**src/rtl/countdown_timer.sv**
```systemverilog
// Countdown timer: loads sec/ms/us over valid/ready, ticks 1 us per CLK_PER_US clocks, pulses expired; outputs registered, no load queuing.
// Optional COUNTDOWN_AUTO_RELOAD_EN: restart from the last loaded duration on every expiry (periodic mode).
module countdown_timer #(
  parameter int CLK_PER_US = 200
) (
  input  logic        clk_200mhz,
  input  logic        reset,
  input  logic        load_valid,
  output logic        load_ready,
  input  logic [31:0] load_sec,
  input  logic [15:0] load_msec,
  input  logic [15:0] load_usec,
  input  logic        cancel,
  output logic        busy,
  output logic        expired,
  output logic [31:0] rem_sec,
  output logic [15:0] rem_msec,
  output logic [15:0] rem_usec
);

  localparam int            PW           = $clog2(CLK_PER_US);
  localparam logic [PW-1:0] PRESC_RELOAD = PW'(CLK_PER_US - 1);
  localparam logic [15:0]   SUB_MAX      = 16'd999;

  typedef enum logic {IDLE, RUN} state_t;

  state_t        state, state_nxt;
  logic [PW-1:0] presc, presc_nxt;
  logic [31:0]   sec_nxt;
  logic [15:0]   msec_nxt, usec_nxt;
  logic          busy_nxt, expired_nxt;

  logic [15:0]   msec_clamp, usec_clamp;
  logic          accept, load_zero, tick_last;
  logic [31:0]   dec_sec;
  logic [15:0]   dec_msec, dec_usec;

  assign load_ready = (state == IDLE) & ~reset;
  assign accept     = load_valid & load_ready;
  assign msec_clamp = (load_msec > SUB_MAX) ? SUB_MAX : load_msec;
  assign usec_clamp = (load_usec > SUB_MAX) ? SUB_MAX : load_usec;
  assign load_zero  = (load_sec == 32'd0) && (msec_clamp == 16'd0) && (usec_clamp == 16'd0);
  assign tick_last  = (rem_sec == 32'd0) && (rem_msec == 16'd0) && (rem_usec == 16'd1);

  // One microsecond off the remaining time, borrowing through msec into sec.
  always_comb begin
    dec_sec  = rem_sec;
    dec_msec = rem_msec;
    dec_usec = rem_usec;
    if (rem_usec != 16'd0) begin
      dec_usec = rem_usec - 16'd1;
    end else if (rem_msec != 16'd0) begin
      dec_usec = SUB_MAX;
      dec_msec = rem_msec - 16'd1;
    end else begin
      dec_usec = SUB_MAX;
      dec_msec = SUB_MAX;
      dec_sec  = rem_sec - 32'd1;
    end
  end

`ifdef COUNTDOWN_AUTO_RELOAD_EN
  logic [31:0] rld_sec;
  logic [15:0] rld_msec, rld_usec;

  always_ff @(posedge clk_200mhz) begin
    if (reset) begin
      rld_sec  <= 32'd0;
      rld_msec <= 16'd0;
      rld_usec <= 16'd0;
    end else if (accept) begin
      rld_sec  <= load_sec;
      rld_msec <= msec_clamp;
      rld_usec <= usec_clamp;
    end
  end
`endif

  always_comb begin
    state_nxt   = state;
    presc_nxt   = presc;
    sec_nxt     = rem_sec;
    msec_nxt    = rem_msec;
    usec_nxt    = rem_usec;
    expired_nxt = 1'b0;
    case (state)
      IDLE: begin
        if (accept) begin
          sec_nxt   = load_sec;
          msec_nxt  = msec_clamp;
          usec_nxt  = usec_clamp;
          presc_nxt = PRESC_RELOAD;
          if (load_zero) begin
            expired_nxt = 1'b1;
          end else begin
            state_nxt = RUN;
          end
        end
      end
      RUN: begin
        // Cancel takes priority over the final tick, so no expiry escapes.
        if (cancel) begin
          state_nxt = IDLE;
          presc_nxt = '0;
          sec_nxt   = 32'd0;
          msec_nxt  = 16'd0;
          usec_nxt  = 16'd0;
        end else if (presc != '0) begin
          presc_nxt = presc - PW'(1);
        end else begin
          presc_nxt = PRESC_RELOAD;
          sec_nxt   = dec_sec;
          msec_nxt  = dec_msec;
          usec_nxt  = dec_usec;
          if (tick_last) begin
            expired_nxt = 1'b1;
`ifdef COUNTDOWN_AUTO_RELOAD_EN
            sec_nxt  = rld_sec;
            msec_nxt = rld_msec;
            usec_nxt = rld_usec;
`else
            state_nxt = IDLE;
`endif
          end
        end
      end
    endcase
    busy_nxt = (state_nxt == RUN);
  end

  always_ff @(posedge clk_200mhz) begin
    if (reset) begin
      state    <= IDLE;
      presc    <= '0;
      rem_sec  <= 32'd0;
      rem_msec <= 16'd0;
      rem_usec <= 16'd0;
      busy     <= 1'b0;
      expired  <= 1'b0;
    end else begin
      state    <= state_nxt;
      presc    <= presc_nxt;
      rem_sec  <= sec_nxt;
      rem_msec <= msec_nxt;
      rem_usec <= usec_nxt;
      busy     <= busy_nxt;
      expired  <= expired_nxt;
    end
  end

endmodule

```
**config.mk**
```make
export PLATFORM = sky130hd
export DESIGN_NAME = countdown_timer
export DESIGN_NICKNAME = d
export VERILOG_FILES = /design/src/rtl/countdown_timer.sv
export SDC_FILE = /design/constraint.sdc
export NUM_CORES = 1
export LEC_CHECK = 0
export ABC_AREA = 1
export BUFFER_PORTS_ARGS = -buffer_cell sky130_fd_sc_hd__buf_2
export CAP_MARGIN = 5
export CORE_UTILIZATION = 40
export DETAILED_ROUTE_END_ITERATION = 10
export PLACE_DENSITY_LB_ADDON = 0.2
export SETUP_SLACK_MARGIN = 0.02
export SLEW_MARGIN = 10
export SYNTH_ARGS = -nofsm -noshare
export SYNTH_HDL_FRONTEND = slang
export SYNTH_SLANG_ARGS = --single-unit
```
**constraint.sdc**
```tcl
create_clock -name clk_200mhz -period 2.7 [get_ports clk_200mhz]
set_clock_uncertainty 0.05 [all_clocks]
set_input_delay 0 -clock clk_200mhz [delete_from_list [all_inputs] [get_ports clk_200mhz]]
set_output_delay 0 -clock clk_200mhz [all_outputs]
set_load 0.05 [all_outputs]
```
== Word-level counts from Yosys, hierarchy flattened ==
Cells that the tools add are included.
Word-level totals
  word-level logic and storage cells: 71
  output and inout bits: 67
  bits in registers: 74
  bits of input ports: 68
Operators by class
  eq/ne operators: 5
  bitwise gates (word level): 4
  order comparisons: 2
  add/subtract/negate cells: 4
  reduce and logical (&&, ||, !) cells: 15
  multiplexer cells: 35
Operators with widths (count)
  $mux W16: 11
  $mux W32: 5
  $logic_not A32 Y1: 2
  $pmux W16 S2: 2
  $pmux W32 S2: 1
  $logic_not A16 Y1: 3
  $gt A16 B10 Y1 const B: 2
  $reduce_bool A16 Y1: 2
  $sub A16 B1 Y16 const B: 2
  $sub A32 B1 Y32 const B: 1
  $mux W8: 3
  $eq A16 B1 Y1 const B: 1
  $pmux W8 S2: 1
  $mux W1: 10
  $ne A3 B3 Y1 const B: 3
  $reduce_bool A8 Y1: 1
  $sub A8 B1 Y8 const B: 1
  $logic_and A1 B1 Y1: 4
  $pmux W1 S2: 2
  $reduce_and A4 Y1: 1
  $reduce_and A3 Y1: 1
  $and A1 B1 Y1: 2
  $ne A2 B2 Y1 const B: 1
  $not A1 Y1: 2
  $reduce_and A2 Y1: 1

== Logic depth before layout (Yosys ltp) ==
Gate-level depths: netlist of run 1.
  depth in word-level cells: 8
  mapped depth: 12

== Worst setup path before layout of run 1 ==
Ideal clock, no wire load.
  kind: register -> register
  start: register rem_usec[0]
  end: register rem_sec[12]
  period minus slack after synthesis: 2174 ps
  cell stages (with the launch flop): 12
  data arrival time: 2054 ps
  required time: 2579 ps
  path slack: 526 ps
  setup time: 71 ps
  path buffers: 2
  cell sequence: dfxtp_1 inv_1 ha_1 nand2_1 nor2_1 nand2_2 nand2_2 nand3_2 buf_6 buf_2 nand2_1 a21oi_1
Between the ends
  longest elaborated chain between the ends: 3
Ends and longest elaborated chain
  start: declaration: line 18  | output logic [15:0] rem_usec
  start signal: assignment: line 145  | rem_usec <= usec_nxt;
  $reduce_bool A16 Y1: line 50  | if (rem_usec != 16'd0) begin
  $ne A3 B3 Y1 (no source line)
  $reduce_and A4 Y1 (no source line)
  end signal: assignment: line 143  | rem_sec <= sec_nxt;
  end: declaration: line 16  | output logic [31:0] rem_sec,
No other way between the ends.
A chain may end at the register's enable or synchronous reset.

== Final worst setup path of run 1 ==
  start: register rem_usec[0]
  end: register rem_sec[21]
The elaborated chain is that of the path after synthesis.

==> metrics.md, run 1 <==
| Metric | Value |
|---|---|
| Run status | `complete, no violations` |
| Top Ports | `between 100 and 150` |
| Chip height | `around 120 microns` |
| Filler cells | `around 1500` |
| Grt total ovfl | `0` |
| Number of synthesized flops with an enable pin | `0` |
| Final WL | `around 18 mm` |
| Clk network pwr share | `0.262` |
| Arr. time, crit path | `2.51 ns` |
| Actual slew at the worst max-slew pin | `0.791 ns` |
| Max-Cap Viols | `0` |
| Finished Core Util | `0.517` |
| Gate Count Post-Synth | `962` |
| Seq cells post-synth | `74` |
| Final HPWL DP | `~13 mm` |
| Sequential Power Share | `0.312` |
| Core area | `13300 sq um` |
| Initial antenna violation count | `0` |
| Share of cells above drive strength 1 | `0.168` |
| Initial Utilization | `0.412` |
| Die width | `between 100 and 150 microns` |
| Yosys warnings | `0` |
| Clock tree buffer depth | `2` |
| Worst slew margin | `0.472` |
| Internal | `2.42 mW` |
| WS Path Type | `reg2reg` |
| Sink Count | `74` |
| Critical Path Fanout Max | `28` |
| Die area | `14200 sq um` |
| Tot GR Track Use | `0.256` |
| Vias in the first global route | `slightly below 6000` |
| Placement Cell Area | `6310 sq um` |
| Mapped cell area | `5480 sq um` |
| Sequential share of the synthesized area | `0.270` |
| Total nets after synthesis | `1038` |
| Worst-skew pair later-pin latency | `0.34 ns` |
| Worst Path Required | `2.88 ns` |
| First-pass GRT wire length | `29.1 mm` |
| Via/cell ratio | `5.04` |
| VDD IR max | `0.000360 V` |
| Final setup vio count | `0` |
| Ys flop type | `dfxtp_1` |
| Switching Fraction | `0.447` |
| Synth unique cells | `35` |
| PortBufs | `134` |
| Antenna Nets Post-Route | `0` |
| CTS buffer count | `9` |
| RSZ-0062 raised after global routing | `false` |
| Layout area overhead | `25.3%` |
| Min Hold Slack | `0.00393 ns` |
| DRC Markers | `0` |
| Crit share post-route | `0.862` |
| Clk slew on worst S/H paths | `0.06 ns` |
| Setup TNS | `0 ns` |
| Leading cell types in the layout, fill and taps excluded | `nand2_1 (227), nor2_1 (210), buf_2 (134)` |
| Post-CTS Setup Repair Bufs | `0` |
| WL/cell | `roughly 14 microns` |
| P_sw | `around 2.0 mW` |
| TritonRoute pass-1 iters | `4` |
| Placer Congestion | `~0.93` |
| Final #Nets | `1196` |
| Startpoint types | `register` |
| Post-synth ARST share | `0` |
| Vias | `6554` |
| Hold Path Class | `in2reg` |
| CP Capture Type | `register` |
| Antenna Cells | `0` |
| Max-slew violation count | `0` |
| Post-route minimum period | `2.33 ns` |
| Avg Cell Area, Syn | `approximately 5.7 sq um` |
| Max Clk Rate | `0.429 GHz` |
| Hold Vio Cnt, Final | `0` |
| FP Rows | `42` |
| Post-route cell area | `6870 sq um` |
| H-tree Lvls | `3` |
| Cell area power density | `636 nW/um^2` |
| Comb pwr share | `0.426` |
| Leak pwr | `3.53 nW` |
| Pin count of the biggest net entering global routing | `37` |
| Root buffer cell | `clkbuf_16` |
| Commonest non-fill, non-tap cell in the layout | `nand2_1` |
| DRT iter0 DRCs | `471` |
| CTS tree | `done` |
-- power groups by stage --
stage	Sequential (mW)	Clock (mW)	Combinational (mW)
finish	1.37	1.14	1.86
global route	1.39	1.20	2.07
CTS	1.36	1.16	1.85
detailed placement	1.38	0	1.80
global placement	1.39	0	1.80
floorplan	1.70	0	1.03
-- stage by stage --
step                      setup WS [ns]  power (mW)  std cells
after floorplan                   0.526        2.74        962
final                             0.372        4.37       1300
after global routing             0.0706        4.66       1300
after global placement            0.435        3.19       1256
after detailed placement          0.383        3.19       1256
after CTS                         0.369        4.37       1300
-- worst paths after layout --
check | start | endpoint | slack (ns) | cells past startpoint
setup / recovery | rem_usec[0] | rem_sec[21] | 0.37 | 11
hold / removal | load_sec[22] | rem_sec[22] | 0.004 | 5
setup reg to reg | rem_usec[0] | rem_sec[21] | 0.37 | 11
hold reg to reg | presc[5] | presc[5] | 0.44 | 2
-- repair_timing --
item / in CTS / in global routing
resized for setup: 0 / 0
endpoints found under the hold margin: 29 / 0
endpoints found under the setup margin: 0 / 0
hold buffers: 29 / 0
-- worst max-delay path, stage by stage (launching register included) --
cell and delay (ns):
dfxtp_1 0.37, inv_1 0.21, ha_1 0.18, nand2_1 0.05
nor2_1 0.13, nand2_2 0.13, nand2_2 0.12, nand3_2 0.27
inv_2 0.44, nand2_1 0.10, nor2_1 0.10, nor2_1 0.05
-- area by class of cell --
class	instances	area [sq um]	share of cell area
repair buffers	173	1040	0.151
clock buffers	13	260	0.0379
inverters	117	442	0.0643
multi-input cells	745	3420	0.498
clock inverters	2	12.5	0.00182
well taps	176	220	0.0320
flip-flops and latches	74	1480	0.216
-- cell usage after synthesis, types with 4 or more instances --
library cell	n	area, sq um
nor2_2	7	43.8
inv_2	5	18.8
dfxtp_1	74	1480
nand4_1	16	100
buf_2	8	40.0
ha_1	8	100
inv_1	111	417
nor3_1	14	70.1
nor4_1	6	37.5
a31oi_1	5	31.3
a21oi_1	53	265
nand2_2	4	25.0
o21ai_0	91	455
nor2_1	210	788
buf_4	5	37.5
xor2_1	9	78.8
nand2_1	227	852
nand3_1	67	335
clkbuf_1	8	30.0
or2_2	5	31.3
nor2_4	5	56.3
-- registers in the layout, indices dropped and copies added, names as in the netlist --
signal,count
presc,8
expired,1
rem_usec,16
rem_sec,32
state,1
rem_msec,16
-- layer usage --
metal  global-route usage  part of all wire  vias up
li1                     -                 -     3401
met1                0.363              0.49     2916
met2                0.392              0.43      213
met3               0.0364             0.062       24
met4               0.0934             0.020        0
met5                    0                 0        -
-- logic make-up (layout without fill, tap and decap cells) --
| logic type | Yosys count | in the layout | share of synthesized area |
|---|---|---|---|
| buffers and inverters | 143 | 305 | 0.106 |
| XOR/XNOR | 12 | 12 | 0.0192 |
| flip-flops | 74 | 74 | 0.270 |
| AO/OA/AOI/OAI | 157 | 157 | 0.148 |
| adder cells (fa/ha/maj) | 8 | 8 | 0.0183 |
| AND/OR/NAND/NOR | 568 | 568 | 0.439 |
(Power assumes the default switching activity.)
==> run 2: changes to the inputs <==
--- a/config.mk
+++ b/config.mk
@@ -8,9 +8,11 @@
 export ABC_AREA = 1
 export BUFFER_PORTS_ARGS = -buffer_cell sky130_fd_sc_hd__buf_2
 export CAP_MARGIN = 5
-export CORE_UTILIZATION = 40
+export CELL_PAD_IN_SITES_DETAIL_PLACEMENT = 2
+export CELL_PAD_IN_SITES_GLOBAL_PLACEMENT = 2
+export CORE_UTILIZATION = 29
 export DETAILED_ROUTE_END_ITERATION = 10
-export PLACE_DENSITY_LB_ADDON = 0.2
+export PLACE_DENSITY_LB_ADDON = 0.1
 export SETUP_SLACK_MARGIN = 0.02
 export SLEW_MARGIN = 10
 export SYNTH_ARGS = -nofsm -noshare
==> run 2 against run 1 <==
Compared with the run above: non-clock buffer count is the same; sequential power about the same; critical path depth did not move; core utilization down 13 points; largest cell class unchanged.
==> metrics.md, run 2 (same netlist as run 1, synthesis figures left out) <==
| Metric | Value |
|---|---|
| Critical Path Fanout Max | `25 (-11%)` |
| Max-slew violation count | `0 (unchanged)` |
| First-pass GRT wire length | `39.4 mm (+35%)` |
| Die area | `19500 sq um (+37%)` |
| Placer Congestion | `0.822 (-11%)` |
| Tot GR Track Use | `0.257 (+0.00109)` |
| Internal | `2.59 mW (+7.2%)` |
| Commonest non-fill, non-tap cell in the layout | `nand2_1` |
| Cells along the critical path | `inv_1 > ha_1 > nand2_1 > nor2_1 > nand2_2 > nand2_2 > inv_2 > nor2_4 > nand2_1 > a21oi_1 > nor2_1` |
| Leak pwr | `3.56 nW (+0.73%)` |
| WL/cell | `17.9 microns (+31%)` |
| PortBufs | `134 (unchanged)` |
| Vias | `6864 (+4.7%)` |
| VDD IR max | `0.000337 V (-6.4%)` |
| Number of flip-flops in the largest register | `32 (unchanged)` |
| Antenna Nets Post-Route | `0 (unchanged)` |
| DRT iter0 DRCs | `267 (-43%)` |
| Root buffer cell | `clkbuf_16` |
| Hold Path Class | `in2reg` |
| Sink Count | `74 (unchanged)` |
| H-tree Lvls | `3 (unchanged)` |
| Min Hold Slack | `0.0102 ns (+0.00626 ns)` |
| Worst slew margin | `0.553 (+0.0808)` |
| Crit-path max cell delay | `0.43 ns (about the same)` |
| Register area | `1480 sq um (unchanged)` |
| CTS buffer count | `9 (unchanged)` |
| P_sw | `2.15 mW (+10%)` |
| Max Clk Rate | `0.438 GHz (+2.0%)` |
| Setup WS post-layout | `0.417 ns (+0.0452 ns)` |
| Share of cells above drive strength 1 | `0.172 (+0.00341)` |
| Top Ports | `135 (unchanged)` |
| Antenna Cells | `0 (unchanged)` |
| Core area | `18300 sq um (+37%)` |
| Initial antenna violation count | `0 (unchanged)` |
| PostCTS Resize Cnt | `0 (unchanged)` |
| Chip height | `140 microns (+17%)` |
| Max-Cap Viols | `0 (unchanged)` |
| Actual slew at the worst max-slew pin | `0.670 ns (-0.121 ns)` |
| CTS tree | `done` |
| DRC Markers | `0 (unchanged)` |
| Vias in the first global route | `7409 (+26%)` |
| Hold Vio Cnt, Final | `0 (unchanged)` |
| Pin count of the biggest net entering global routing | `37 (unchanged)` |
| FP Rows | `49 (+17%)` |
| Cell area power density | `679 nW/um^2 (+6.7%)` |
| CP bufs+invs | `2 (unchanged)` |
| Post-route minimum period | `2.28 ns (-0.0452 ns)` |
| Post-route cell area | `6980 sq um (+1.6%)` |
| Clk slew on worst S/H paths | `0.06 ns (about the same)` |
| Multi-input logic area | `3420 sq um (unchanged)` |
| Via/cell ratio | `5.07 (+0.55%)` |
| Leading cell types in the layout, fill and taps excluded | `nand2_1 (227), nor2_1 (210), buf_2 (134)` |
| Clock tree buffer depth | `2 (unchanged)` |
| Switching Fraction | `0.454 (+0.00638)` |
| Placement Cell Area | `6390 sq um (+1.3%)` |
| Worst-skew pair later-pin latency | `0.36 ns (+0.02 ns)` |
| Worst Path Required | `2.89 ns (about the same)` |
| Setup TNS | `0 ns (unchanged)` |
| Final #Nets | `1196 (unchanged)` |
| CP Capture Type | `register` |
| Family with the most delay on the worst path | `simple AND/OR/NAND/NOR gates` |
| Clk network pwr share | `0.291 (+0.029)` |
| RSZ-0062 raised after global routing | `false` |
| Sequential Power Share | `0.291 (-0.021)` |
| Final setup vio count | `0 (unchanged)` |
| Final HPWL DP | `18.4 mm (+38%)` |
| Run status | `complete, no violations` |
| Arr. time, crit path | `2.47 ns (-0.04 ns)` |
| Grt total ovfl | `0 (unchanged)` |
| TritonRoute pass-1 iters | `4 (unchanged)` |
| R2R Setup Slk | `0.42 ns (+0.05 ns)` |
| Initial Utilization | `0.300 (-0.112)` |
| Die width | `140 microns (+17%)` |
| Filler cells | `2371 (+61%)` |
| Comb pwr share | `0.419 (-0.007)` |
| Crit-path slowest cell | `nor2_4` |
| Largest Register | `rem_sec` |
| Biggest regs | `rem_sec x32, rem_msec x16, rem_usec x16` |
| Crit share post-route | `0.846 (-0.0167)` |
| WS Path Type | `reg2reg` |
| Layout area overhead | `27.3%` |
| Final WL | `24.3 mm (+36%)` |
| Pre-CTS setup slack | `0.441 ns (+0.0582 ns)` |
| Startpoint types | `register` |
==> run 2: cell count changes in the layout (fill, tap and decap cells not counted) <==
cell           before  now
buf_4              10   12
bufinv_16           0    2
dlygate4sd3_1      29   27
clkbuf_1            2    1
clkbuf_8            2    1
clkinv_2            1    2
==> run 2: power by group through the flow <==
stage	sequential, mW	combinational [mW]	clock [mW]
floorplan	1.70	1.03	0
global placement	1.40	1.90	0
detailed placement	1.40	1.94	0
CTS	1.38	1.99	1.40
global route	1.40	2.20	1.45
finish	1.38	1.99	1.38
==> run 2: worst min-delay path, cell delays in order <==
cell and delay, ns:
buf_2 0.11, o21ai_0 0.09, nand2_1 0.07, nor2_1 0.04
nor2_1 0.07
==> run 2: final cells by class <==
class | instances | area share
clock buffers | 11 | 0.0348
clock inverters | 5 | 0.0111
inverters | 117 | 0.0633
multi-input cells | 745 | 0.490
flip-flops and latches | 74 | 0.212
well taps | 229 | 0.0410
repair buffers | 173 | 0.148
==> run 2: per-layer routing <==
metal,vias up,global-route usage,wire length [microns],part of all wire
met4,0,0.0713,323,0.013
met2,113,0.441,11400,0.47
met3,20,0.0268,640,0.026
li1,3388,-,-,-
met1,3343,0.341,11900,0.49
met5,-,0,0,0
==> run 2: timing repair <==
action | CTS | global route
endpoints found under the hold margin | 31 | 0
setup buffers | 0 | 0
hold buffers | 27 | 0
==> run 2: worst paths after layout <==
check	depth (start not counted)	endpoint	from
setup / recovery	11	rem_msec[7]	rem_usec[0]
hold / removal	5	rem_msec[0]	load_msec[0]
setup reg to reg	11	rem_msec[7]	rem_usec[0]
hold reg to reg	2	rem_sec[0]	rem_sec[0]
==> run 2: through the flow <==
stage          std cells   util  total power [mW]
2_1_floorplan        962      -              2.74
6_report            1354  0.382              4.74
3_5_place_dp        1311  0.350              3.34
3_3_place_gp        1311  0.350              3.30
4_1_cts             1354  0.382              4.78
5_1_grt             1354  0.382              5.04
